--- config.mk ---
export PLATFORM = sky130hd
export DESIGN_NAME = dvi_tx_tmds_encoder
export DESIGN_NICKNAME = d
export VERILOG_FILES = /design/src/rtl/dvi_tx_tmds_encoder.sv
export SDC_FILE = /design/constraint.sdc
export NUM_CORES = 1
export LEC_CHECK = 0
export CAP_MARGIN = 5
export CELL_PAD_IN_SITES_DETAIL_PLACEMENT = 1
export CELL_PAD_IN_SITES_GLOBAL_PLACEMENT = 1
export CORE_MARGIN = 2
export CORE_UTILIZATION = 40
export DETAILED_ROUTE_END_ITERATION = 10
export HOLD_SLACK_MARGIN = 0.1
export PLACE_DENSITY = 0.74
export SLEW_MARGIN = 20
export SYNTH_ARGS = -nofsm -noshare
export SYNTH_HDL_FRONTEND = slang
export SYNTH_SLANG_ARGS = --single-unit
--- constraint.sdc ---
create_clock -name pixel_clock -period 5.7 [get_ports pixel_clock]
set_input_delay 1.71 -clock pixel_clock [delete_from_list [all_inputs] [get_ports pixel_clock]]
set_output_delay 1.71 -clock pixel_clock [all_outputs]
set_load 0.05 [all_outputs]
--- src/rtl/dvi_tx_tmds_encoder.sv ---
// dvi_tx_tmds_encoder
//   One TMDS 8b/10b encoder lane of the DVI transmitter. Stage 1 applies
//   transition minimisation (XOR/XNOR chain into q_m). Stage 2 selects the
//   DC-balanced 10-bit symbol using a running disparity counter, or inserts
//   a control token during blanking. Latency is two pixel clocks. There is
//   no stall and no handshake.
// Ports:
//   pixel_clock  in   1  pixel clock, rising edge
//   rst          in   1  synchronous active-high reset
//   de           in   1  data enable (1 = active video, 0 = blanking)
//   data         in   8  pixel component, used when de = 1
//   ctrl         in   2  {c1,c0} control bits, used when de = 0
//   tmds         out 10  encoded symbol, bit 0 transmitted first
//   de_out       out  1  de delayed to align with tmds
module dvi_tx_tmds_encoder (
  input  logic       pixel_clock,
  input  logic       rst,
  input  logic       de,
  input  logic [7:0] data,
  input  logic [1:0] ctrl,
  output logic [9:0] tmds,
  output logic       de_out
);

  function automatic logic [3:0] count_ones(input logic [7:0] v);
    logic [3:0] n;
    n = 4'd0;
    for (int i = 0; i < 8; i++) begin
      n = n + {3'd0, v[i]};
    end
    return n;
  endfunction

  logic [3:0]        n1d_s;
  logic              use_xnor_s;
  logic [8:0]        q_m_s;
  logic [8:0]        q_m_r;
  logic              de_d_r;
  logic [1:0]        ctrl_d_r;

  logic [3:0]        n1_s;
  logic [3:0]        n0_s;
  logic signed [5:0] diff_s;
  logic signed [5:0] cnt_ext_s;
  logic signed [5:0] cnt_sum_s;
  logic              cnt_zero_s;
  logic              cnt_pos_s;
  logic              cnt_neg_s;
  logic [9:0]        tmds_next_s;
  logic signed [4:0] cnt_r;

  // Stage 1 combinational: transition-minimising XOR/XNOR chain
  always_comb begin
    n1d_s      = count_ones(data);
    use_xnor_s = (n1d_s > 4'd4) || ((n1d_s == 4'd4) && (data[0] == 1'b0));
    q_m_s      = 9'd0;
    q_m_s[0]   = data[0];
    for (int i = 1; i < 8; i++) begin
      if (use_xnor_s) begin
        q_m_s[i] = ~(q_m_s[i-1] ^ data[i]);
      end else begin
        q_m_s[i] = q_m_s[i-1] ^ data[i];
      end
    end
    q_m_s[8] = ~use_xnor_s;
  end

  // Stage 1 register: q_m plus delayed de/ctrl
  always_ff @(posedge pixel_clock) begin
    if (rst) begin
      q_m_r    <= 9'd0;
      de_d_r   <= 1'b0;
      ctrl_d_r <= 2'b00;
    end else begin
      q_m_r    <= q_m_s;
      de_d_r   <= de;
      ctrl_d_r <= ctrl;
    end
  end

  // Stage 2 combinational: DC-balance symbol selection and disparity update
  always_comb begin
    n1_s        = count_ones(q_m_r[7:0]);
    n0_s        = 4'd8 - n1_s;
    // ones minus zeros of q_m[7:0], widened to 6-bit signed
    diff_s      = $signed({2'b00, n1_s}) - $signed({2'b00, n0_s});
    cnt_ext_s   = {cnt_r[4], cnt_r};
    cnt_zero_s  = (cnt_r == 5'sd0);
    cnt_neg_s   = cnt_r[4];
    cnt_pos_s   = !cnt_r[4] && !cnt_zero_s;
    tmds_next_s = 10'h354;
    cnt_sum_s   = 6'sd0;
    if (!de_d_r) begin
      case (ctrl_d_r)
        2'b00:   tmds_next_s = 10'h354;
        2'b01:   tmds_next_s = 10'h0AB;
        2'b10:   tmds_next_s = 10'h154;
        2'b11:   tmds_next_s = 10'h2AB;
        default: tmds_next_s = 10'h354;
      endcase
      cnt_sum_s = 6'sd0;
    end else if (cnt_zero_s || (n1_s == n0_s)) begin
      tmds_next_s = {~q_m_r[8], q_m_r[8], (q_m_r[8] ? q_m_r[7:0] : ~q_m_r[7:0])};
      if (q_m_r[8]) begin
        cnt_sum_s = cnt_ext_s + diff_s;
      end else begin
        cnt_sum_s = cnt_ext_s - diff_s;
      end
    end else if ((cnt_pos_s && (n1_s > n0_s)) || (cnt_neg_s && (n0_s > n1_s))) begin
      // invert to pull disparity back towards zero
      tmds_next_s = {1'b1, q_m_r[8], ~q_m_r[7:0]};
      if (q_m_r[8]) begin
        cnt_sum_s = cnt_ext_s + 6'sd2 - diff_s;
      end else begin
        cnt_sum_s = cnt_ext_s - diff_s;
      end
    end else begin
      tmds_next_s = {1'b0, q_m_r[8], q_m_r[7:0]};
      if (q_m_r[8]) begin
        cnt_sum_s = cnt_ext_s + diff_s;
      end else begin
        cnt_sum_s = cnt_ext_s - 6'sd2 + diff_s;
      end
    end
  end

  // Stage 2 register: output symbol, aligned de and running disparity
  always_ff @(posedge pixel_clock) begin
    if (rst) begin
      tmds   <= 10'h354;
      de_out <= 1'b0;
      cnt_r  <= 5'sd0;
    end else begin
      tmds   <= tmds_next_s;
      de_out <= de_d_r;
      cnt_r  <= cnt_sum_s[4:0];
    end
  end

endmodule

==> summary.md, run 1 <==
| Metric | Value |
|---|---|
| Die height | 77.2 um |
| Die area | 5960 um2 |
| Synthesized instance count | 234 |
| RSZ-0062 raised after global routing | false |
| Final setup violation count | 0 |
| Max Transition Viols Final | 0 |
| CP Data Arrival Time | 5.36 ns |
| Clock Latency Late Sink | 0.27 ns |
| Top-area cell type share of the netlist area | 26.1% |
| EDFF count, synth | 0 |
| Element type at the critical path end | flop |
| Top FF cell, synth | dfxtp_1 |
| CTS Root Cell | clkbuf_8 |
| Cell variety after synth | 49 |
| Initial antenna violation count | 0 |
| Type of the worst setup path | in -> reg |
| Worst setup startpoint | data[0] |
| Syn_area_per_cell | 9.16 um2 |
| Fmax | 192 MHz |
| Final hold vios | 0 |
| Overflow left after global routing | 0 |
| Final #Nets | 306 |
| Synth Register Bits | 28 |
| Final Cycle Share | 91.3% |
| MaxCap Viol Count | 0 |
| Largest net degree at the start of global routing | 18 |
| Cell mode on critical path | fa_1 |
| PortBufs | 23 |
| Area contributors post-synth | dfxtp_1, ha_1, fa_1 |
| Synthesized area | 2140 um2 |
| CTS buffer count | 3 |
| Number of global-route vias before repair | 1709 |
| Synthesized Nets | 284 |
| Critical path peak fanout | 4 |
| Least-Margin Pin Slew | 0.593 ns |
| Hold Buf Count CTS | 0 |
| Die Span X | 77.2 um |
| Final Critical Period | 5.21 ns |
| Worst r2r src | q_m_r[0] |
| WL/cell | 13.8 um |
| Routed vias | 1610 |
| Initial DRC count | 61 |
| Outcome | completed |
| Clock skew | 0.00260 ns |
| RD Place Congestion | 0.788 |
| Post-CTS resize count | 0 |
| Hold Crit Class | reg -> reg |
| Area growth from synthesis to layout | 16.8% |
| Initial core utilization | 41.7% |
| CTS tree | yes |
| Max-slew headroom at the worst pin | 60.1% |
| H-tree Lvls | 1 |
| HP Start | cnt_r[0] |
| I/O pin cnt | 24 |
| Fraction of synthesis flops using an asynchronous set or reset pin | 0% |
| CTS Sinks | 28 |
| Cell row count | 26 |
| Synthesis Warnings | 0 |
| Crit path launch type | input port |
| 1st-pass router iterations | 4 |
| Share of cells above drive strength 1 | 4.71% |
| DP Wirelength | 3740 um |
| CTS max path bufs | 2 |
| Global-route wire length before repair | 7860 um |
| Via density | 4.95 |
| R2R depth | 16 |
| Post-CTS setup-driven buffer insertion count | 0 |
| Worst Path Required | 5.85 ns |
| Drt total wl | 4480 um |
| Cell taking the most area after synthesis | dfxtp_1 |
| DRC Markers | 0 |
| CP peak stage delay | 0.56 ns |
| N_diodes | 0 |
| Critical Path Slowest Stage Cell | fa_1 |
| Total negative slack | 0 ns |
| Reg clk slew, reported paths | 0.09 ns |
| CP Cell Sequence | clkdlybuf4s50_1 -> fa_1 -> inv_1 -> fa_1 -> fa_1 -> inv_1 -> ha_1 -> fa_1 -> nor3b_1 -> o22ai_1 -> xor2_1 -> xnor2_1 -> nor2_1 |
| ANT nets after route | 0 |
| GRT Overall Usage | 16.1% |
| WHS Path Cells | 1 |
| Core footprint | 5140 um2 |
| Seq/Total Area, Yosys | 26.1% |
-- layer usage --
layer | track usage, % | vias to the layer above | share of wire, %
li1 | - | 822 | -
met4 | 5.36 | 0 | 1.7
met1 | 22.2 | 755 | 49
met3 | 1.29 | 6 | 1.9
met2 | 26.8 | 27 | 47
met5 | 0 | - | 0
-- final cells by class --
type                    instances  area [um2]
multi-input cells             162        1410
clock buffers                   3        41.3
flip-flops and latches         28         561
inverters                      38         143
fillers                       618        2640
well taps                      70        87.6
clock inverters                 1        30.0
repair buffers                 23         230
-- final timing paths --
| kind | slack, ns | to |
|---|---|---|
| max | 0.49 | q_m_r[7] |
| min | 0.51 | cnt_r[0] |
| max reg2reg | 0.95 | cnt_r[4] |
| min reg2reg | 0.51 | cnt_r[0] |
-- cell usage after synthesis (all sizes together) (2+ instances only) --
master	instances
a2111oi	2
a21o	3
a21oi	10
a311oi	2
and2	2
buf	3
clkbuf	3
dfxtp	28
fa	12
ha	25
inv	38
mux2i	2
nand2	6
nand2b	5
nand3	2
nor2	14
nor2b	5
nor3	6
nor4	4
o211ai	4
o21ai	13
or2	2
xnor2	17
xor2	9
-- cells in the final DEF (no fill, tap or decap), types with 6 or more instances in the layout --
master	Yosys	layout
o21ai_0	10	10
fa_1	12	12
xnor2_1	17	17
dfxtp_1	28	28
clkdlybuf4s50_1	0	23
inv_1	38	38
ha_1	25	25
nor2_1	14	14
nor3_1	6	6
xor2_1	9	9
a21oi_1	10	10
-- worst max-delay path: cells and delay by family --
family	cells	cell delay (ns)
xor gates and xnor gates	2	0.49
buffers and inverters	3	0.58
and+or+nand+nor	2	0.11
AOI/OAI and AO/OA	1	0.29
adders and majority gates	5	2.18
-- sequential cells by signal, summed over array words and instances (netlist names) --
name / flops
ctrl_d_r: 2
de_d_r: 1
q_m_r: 9
cnt_r: 5
de_out: 1
tmds: 10
-- through the flow --
step / instances / util (%) / cell area [um2] / setup slack (ns) / hold slack, ns
floorplan: 234 / - / 2140 / 0.862 / 0.487
global placement: 321 / 47.3 / 2430 / 0.235 / 0.495
detailed placement: 321 / 47.3 / 2430 / 0.155 / 0.503
CTS: 325 / 48.7 / 2500 / 0.454 / 0.517
global route: 325 / 48.7 / 2500 / 0.275 / 0.548
finish: 325 / 48.7 / 2500 / 0.494 / 0.514
-- logic make-up after synthesis --
kind of cell | count (synthesis) | synth area share, %
and+or+nand+nor | 49 | 12.7
AOI/OAI and AO/OA | 47 | 15.3
buffers and inverters | 44 | 7.99
adders and majority gates | 37 | 25.8
DFF | 28 | 26.1
xor gates and xnor gates | 26 | 10.6
muxes | 3 | 1.46
Power of run 1 is left out: the tool's default activity adds up to more than one toggle a clock period on the data nets, which glitch-free logic cannot reach.
==> inputs of run 2 (changes only) <==
Settings changed: GPL_TIMING_DRIVEN set to 0, TNS_END_PERCENT set to 10.
==> run 2 against run 1 <==
- wire length is 4.4% higher
- sequential share of layout area is 0.25 points lower
- clock skew hardly changed
- register-to-register slack better by 0.06 ns
- maximum frequency is 2.0% lower
- via count is 2.4% higher
- global-route usage is 0.84 points higher
- worst setup slack worse by 0.11 ns
- cell count is 1.8% higher
==> summary.md, run 2 (synthesized netlist as in run 1, its figures left out) <==
| Metric | Value |
|---|---|
| RSZ-0062 raised after global routing | false (unchanged) |
| DP Wirelength | 3950 um (was 3740 um) |
| Worst r2r src | q_m_r[0] (unchanged) |
| CTS buffer count | 3 (unchanged) |
| Core footprint | 5140 um2 (unchanged) |
| Fillers | 631 (was 618) |
| Top reg by flops | tmds (unchanged) |
| Clock Latency Late Sink | 0.27 ns (about the same) |
| Via density | 4.98 (was 4.95) |
| Critical path peak fanout | 4 (unchanged) |
| GRT Overall Usage | 17.0% (was 16.1%) |
| R2R setup slack | 1.01 ns (was 0.95 ns) |
| R2R depth | 16 (unchanged) |
| H-tree Lvls | 1 (unchanged) |
| PortBufs | 23 (unchanged) |
| Reg clk slew, reported paths | 0.09 ns (about the same) |
| Initial antenna violation count | 0 (unchanged) |
| Initial core utilization | 41.7% (unchanged) |
| Die area | 5960 um2 (unchanged) |
| Number of global-route vias before repair | 1769 (was 1709) |
| CTS tree | yes (unchanged) |
| Max FFs per register | 10 (unchanged) |
| Final setup violation count | 0 (unchanged) |
| Global-route wire length before repair | 8340 um (was 7860 um) |
| Final Critical Period | 5.31 ns (was 5.21 ns) |
| Max Transition Viols Final | 0 (unchanged) |
| RD Place Congestion | 0.766 (was 0.788) |
| Overflow left after global routing | 0 (unchanged) |
| Hold Buf Count CTS | 0 (unchanged) |
| DRC Markers | 0 (unchanged) |
| Area growth from synthesis to layout | 18.1% (was 16.8%) |
| Cell row count | 26 (unchanged) |
| MaxCap Viol Count | 0 (unchanged) |
| Element type at the critical path end | flop (unchanged) |
| Top flop regs | tmds: 10 flops, q_m_r: 9 flops, cnt_r: 5 flops (unchanged) |
| Final hold vios | 0 (unchanged) |
| Clock skew | 0.00219 ns (was 0.00260 ns) |
| Initial DRC count | 30 (was 61) |
| CTS max path bufs | 2 (unchanged) |
| Worst Path Required | 5.85 ns (about the same) |
| Crit path launch type | input port (unchanged) |
| Fmax | 188 MHz (was 192 MHz) |
| Die height | 77.2 um (unchanged) |
| CTS Root Cell | clkbuf_8 (unchanged) |
| Hold-critical path endpoint | cnt_r[0] (unchanged) |
| Final #Nets | 312 (was 306) |
| Reg-to-reg endpoint | cnt_r[4] (unchanged) |
| 1st-pass router iterations | 4 (unchanged) |
| Post-CTS resize count | 0 (unchanged) |
| Final Cycle Share | 93.2% (was 91.3%) |
| Most frequent cells in the layout | inv_1, dfxtp_1, ha_1, clkdlybuf4s50_1, xnor2_1 (unchanged) |
| Post-CTS setup-driven buffer insertion count | 0 (unchanged) |
| CTS Sinks | 28 (unchanged) |
| ANT nets after route | 0 (unchanged) |
| Outcome | completed (unchanged) |
| CP Data Arrival Time | 5.46 ns (was 5.36 ns) |
| I/O pin cnt | 24 (unchanged) |
| HP Start | cnt_r[0] (unchanged) |
| Total negative slack | 0 ns (unchanged) |
| Commonest non-fill, non-tap cell in the layout | inv_1 (unchanged) |
| Largest net degree at the start of global routing | 17 (was 18) |
| Least-Margin Pin Slew | 0.580 ns (was 0.593 ns) |
| Share of cells above drive strength 1 | 5.75% (was 4.71%) |
| WHS Path Cells | 1 (unchanged) |
| Type of the worst setup path | in -> reg (unchanged) |
| Hold Crit Class | reg -> reg (unchanged) |
| N_diodes | 0 (unchanged) |
| WL/cell | 14.1 um (was 13.8 um) |
| Max-slew headroom at the worst pin | 61.2% (was 60.1%) |
| Routed vias | 1649 (was 1610) |
| Drt total wl | 4680 um (was 4480 um) |
| Die Span X | 77.2 um (unchanged) |
[run 2: cell count changes in the layout (fill, tap and decap cells not counted)]
cell,previous run,this run
buf_4,0,1
buf_2,0,2
clkbuf_1,0,3
[run 2: layout make-up]
class | instances | area (um2) | share of cell area (%)
Clock buffer | 3 | 41.3 | 1.63
Buffer | 6 | 28.8 | 1.14
Tap cell | 70 | 87.6 | 3.46
Clock inverter | 1 | 30.0 | 1.19
Timing Repair Buffer | 23 | 230 | 9.09
Inverter | 38 | 143 | 5.63
Sequential cell | 28 | 561 | 22.1
Multi-Input combinational cell | 162 | 1410 | 55.8
[run 2: metal layers]
| layer | part of all wire, % | global-route usage, % |
|---|---|---|
| met5 | 0 | 0 |
| met4 | 0.45 | 3.57 |
| met3 | 2.8 | 1.06 |
| met2 | 50 | 30.2 |
| met1 | 47 | 22.7 |
[run 2: how the worst max path moves through the flow]
stage | start | to | cells past startpoint
6_report | data[0] | q_m_r[5] | 13
5_1_grt | data[0] | q_m_r[5] | 13
4_1_cts | data[0] | q_m_r[5] | 13
3_5_place_dp | data[0] | q_m_r[5] | 13
3_3_place_gp | data[0] | q_m_r[5] | 13
2_1_floorplan | data[0] | q_m_r[5] | 12
[run 2: through the flow]
step / area (um2) / utilization (%) / std cells / setup slack (ns) / hold slack (ns)
finish: 2530 / 49.3 / 331 / 0.388 / 0.512
global route: 2530 / 49.3 / 331 / 0.197 / 0.532
CTS: 2530 / 49.3 / 331 / 0.341 / 0.517
detailed placement: 2460 / 47.9 / 327 / 0.0465 / 0.503
global placement: 2460 / 47.9 / 327 / 0.162 / 0.495
floorplan: 2140 / - / 234 / 0.862 / 0.487
[run 2: critical path, cell delays in order]
cell	delay [ns]
clkdlybuf4s50_1	0.49
fa_1	0.56
inv_1	0.05
fa_1	0.44
fa_1	0.49
inv_1	0.05
ha_1	0.20
fa_1	0.48
nor3b_1	0.05
o22ai_1	0.38
xor2_1	0.34
xor2_1	0.18
nor2_1	0.05
Power of run 2 is left out for the same reason.
==> inputs of run 3 (changes only) <==
Settings changed: CORE_MARGIN 2 to unset, SLEW_MARGIN 20 to unset.
==> run 3 against run 2 <==
- worst hold slack gained 0.0018 ns
- critical path depth is the same
- global-route usage grew 0.91 points
==> summary.md, run 3 (synthesized netlist as in run 1, its figures left out) <==
| Metric | Value |
|---|---|
| Final hold vios | 0 (unchanged) |
| Reg clk slew, reported paths | 0.09 ns (about the same) |
| RD Place Congestion | 0.740 (was 0.766) |
| Final Critical Period | 5.34 ns (was 5.31 ns) |
| 1st-pass router iterations | 4 (unchanged) |
| Dpl ws | 0.0293 ns (was 0.0465 ns) |
| Clock skew | 0.00209 ns (was 0.00219 ns) |
| CP Data Arrival Time | 5.49 ns (was 5.46 ns) |
| Drt total wl | 4630 um (was 4680 um) |
| Die area | 5660 um2 (was 5960 um2) |
| Global-route wire length before repair | 7810 um (was 8340 um) |
| Commonest non-fill, non-tap cell in the layout | inv_1 (unchanged) |
| Top flop regs | tmds: 10 flops, q_m_r: 9 flops, cnt_r: 5 flops (unchanged) |
| Register area | 561 um2 (unchanged) |
| Core footprint | 5140 um2 (unchanged) |
| Worst r2r src | q_m_r[0] (unchanged) |
| Area growth from synthesis to layout | 18.1% (unchanged) |
| Max-slew headroom at the worst pin | 61.6% (was 61.2%) |
| R2R setup slack | 1.07 ns (was 1.01 ns) |
| WL/cell | 14.0 um (was 14.1 um) |
| DP Wirelength | 3930 um (was 3950 um) |
| Element type at the critical path end | flop (unchanged) |
| Max FFs per register | 10 (unchanged) |
| Hold-critical path endpoint | cnt_r[0] (unchanged) |
| Die height | 75.2 um (was 77.2 um) |
| Largest net degree at the start of global routing | 17 (unchanged) |
| Cell mode on critical path | fa_1 (unchanged) |
| Post-CTS setup-driven buffer insertion count | 0 (unchanged) |
| Most frequent cells in the layout | inv_1, dfxtp_1, ha_1, clkdlybuf4s50_1, xnor2_1 (unchanged) |
| Via density | 5.05 (was 4.98) |
| Worst Path Required | 5.85 ns (about the same) |
| CTS Root Cell | clkbuf_8 (unchanged) |
| Outcome | completed (unchanged) |
| Initial antenna violation count | 0 (unchanged) |
| MaxCap Viol Count | 0 (unchanged) |
| Hold Buf Count CTS | 0 (unchanged) |
| CTS tree | yes (unchanged) |
| Type of the worst setup path | in -> reg (unchanged) |
| RSZ-0062 raised after global routing | false (unchanged) |
| CTS buffer count | 3 (unchanged) |
| Hold Crit Class | reg -> reg (unchanged) |
| CTS Sinks | 28 (unchanged) |
| DRC Markers | 0 (unchanged) |
| Die Span X | 75.2 um (was 77.2 um) |
| Fmax | 187 MHz (was 188 MHz) |
| Fillers | 631 (unchanged) |
| Final setup violation count | 0 (unchanged) |
| Clock Latency Late Sink | 0.27 ns (about the same) |
| Final #Nets | 312 (unchanged) |
| Cell row count | 26 (unchanged) |
| Setup slack after layout | 0.364 ns (was 0.388 ns) |
| Area of the multi-input gates | 1410 um2 (unchanged) |
| Top Family by Delay on Critical Path | adder cells (unchanged) |
| HP Start | cnt_r[0] (unchanged) |
| PortBufs | 23 (unchanged) |
| CTS max path bufs | 2 (unchanged) |
| Routed vias | 1672 (was 1649) |
| Critical Path Slowest Stage Cell | fa_1 (unchanged) |
| Total negative slack | 0 ns (unchanged) |
| Reg-to-reg endpoint | cnt_r[4] (unchanged) |
| Number of global-route vias before repair | 1717 (was 1769) |
| Least-Margin Pin Slew | 0.575 ns (was 0.580 ns) |
| R2R depth | 16 (unchanged) |
| Critical path peak fanout | 4 (unchanged) |
| CP Cell Sequence | clkdlybuf4s50_1 -> fa_1 -> inv_1 -> fa_1 -> fa_1 -> inv_1 -> ha_1 -> fa_1 -> nor3b_1 -> o22ai_1 -> xor2_1 -> xnor2_1 -> nor2_1 (was clkdlybuf4s50_1 -> fa_1 -> inv_1 -> fa_1 -> fa_1 -> inv_1 -> ha_1 -> fa_1 -> nor3b_1 -> o22ai_1 -> xor2_1 -> xor2_1 -> nor2_1) |
| Post-place instance area | 2460 um2 (unchanged) |
| CP Depth | 13 (unchanged) |
| Share of cells above drive strength 1 | 5.75% (unchanged) |
| Initial DRC count | 30 (unchanged) |
| Max Transition Viols Final | 0 (unchanged) |
| Final instance area | 2530 um2 (unchanged) |
| Crit path launch type | input port (unchanged) |
| CP peak stage delay | 0.57 ns (was 0.56 ns) |
| I/O pin cnt | 24 (unchanged) |
| H-tree Lvls | 1 (unchanged) |
| Bufs and invs on worst path | 3 (unchanged) |
| N_diodes | 0 (unchanged) |
| Top reg by flops | tmds (unchanged) |
| ANT nets after route | 0 (unchanged) |
| WHS Path Cells | 1 (unchanged) |
| Final Cycle Share | 93.6% (was 93.2%) |
| Initial core utilization | 41.7% (unchanged) |
| GRT Overall Usage | 17.9% (was 17.0%) |
| Overflow left after global routing | 0 (unchanged) |
| Post-CTS resize count | 0 (unchanged) |
==> run 3: cell counts in the layout (fill, tap and decap cells not counted) <==
No cell type changed its count.
==> run 3: final cells by class <==
cell class	count	share of cell area (%)
flip-flops and latches	28	22.1
clock buffers	3	1.63
multi-input cells	162	55.8
plain buffers	6	1.14
repair buffers	23	9.09
clock inverters	1	1.19
well taps	70	3.46
inverters	38	5.63
==> run 3: worst max-delay path by stage <==
| stage | end | slack (ns) | startpoint |
|---|---|---|---|
| after floorplan | q_m_r[5] | 0.86 | data[0] |
| after global placement | q_m_r[5] | 0.16 | data[0] |
| after detailed placement | q_m_r[7] | 0.03 | data[0] |
| after CTS | q_m_r[7] | 0.33 | data[0] |
| after global routing | q_m_r[5] | 0.13 | data[0] |
| final | q_m_r[7] | 0.36 | data[0] |
==> run 3: per-stage QoR <==
step / utilization [%] / std cells / hold WS (ns)
5_1_grt: 49.3 / 331 / 0.530
3_5_place_dp: 47.9 / 327 / 0.502
4_1_cts: 49.3 / 331 / 0.517
6_report: 49.3 / 331 / 0.514
2_1_floorplan: - / 234 / 0.487
3_3_place_gp: 47.9 / 327 / 0.495
==> run 3: layer usage <==
| layer | wire length [um] | vias to the layer above | track usage [%] |
|---|---|---|---|
| met4 | 39 | 0 | 3.91 |
| met3 | 96 | 4 | 1.74 |
| li1 | - | 834 | - |
| met1 | 2180 | 808 | 23.6 |
| met2 | 2310 | 26 | 31.7 |
| met5 | 0 | - | 0 |
Power of run 3 is left out for the same reason.
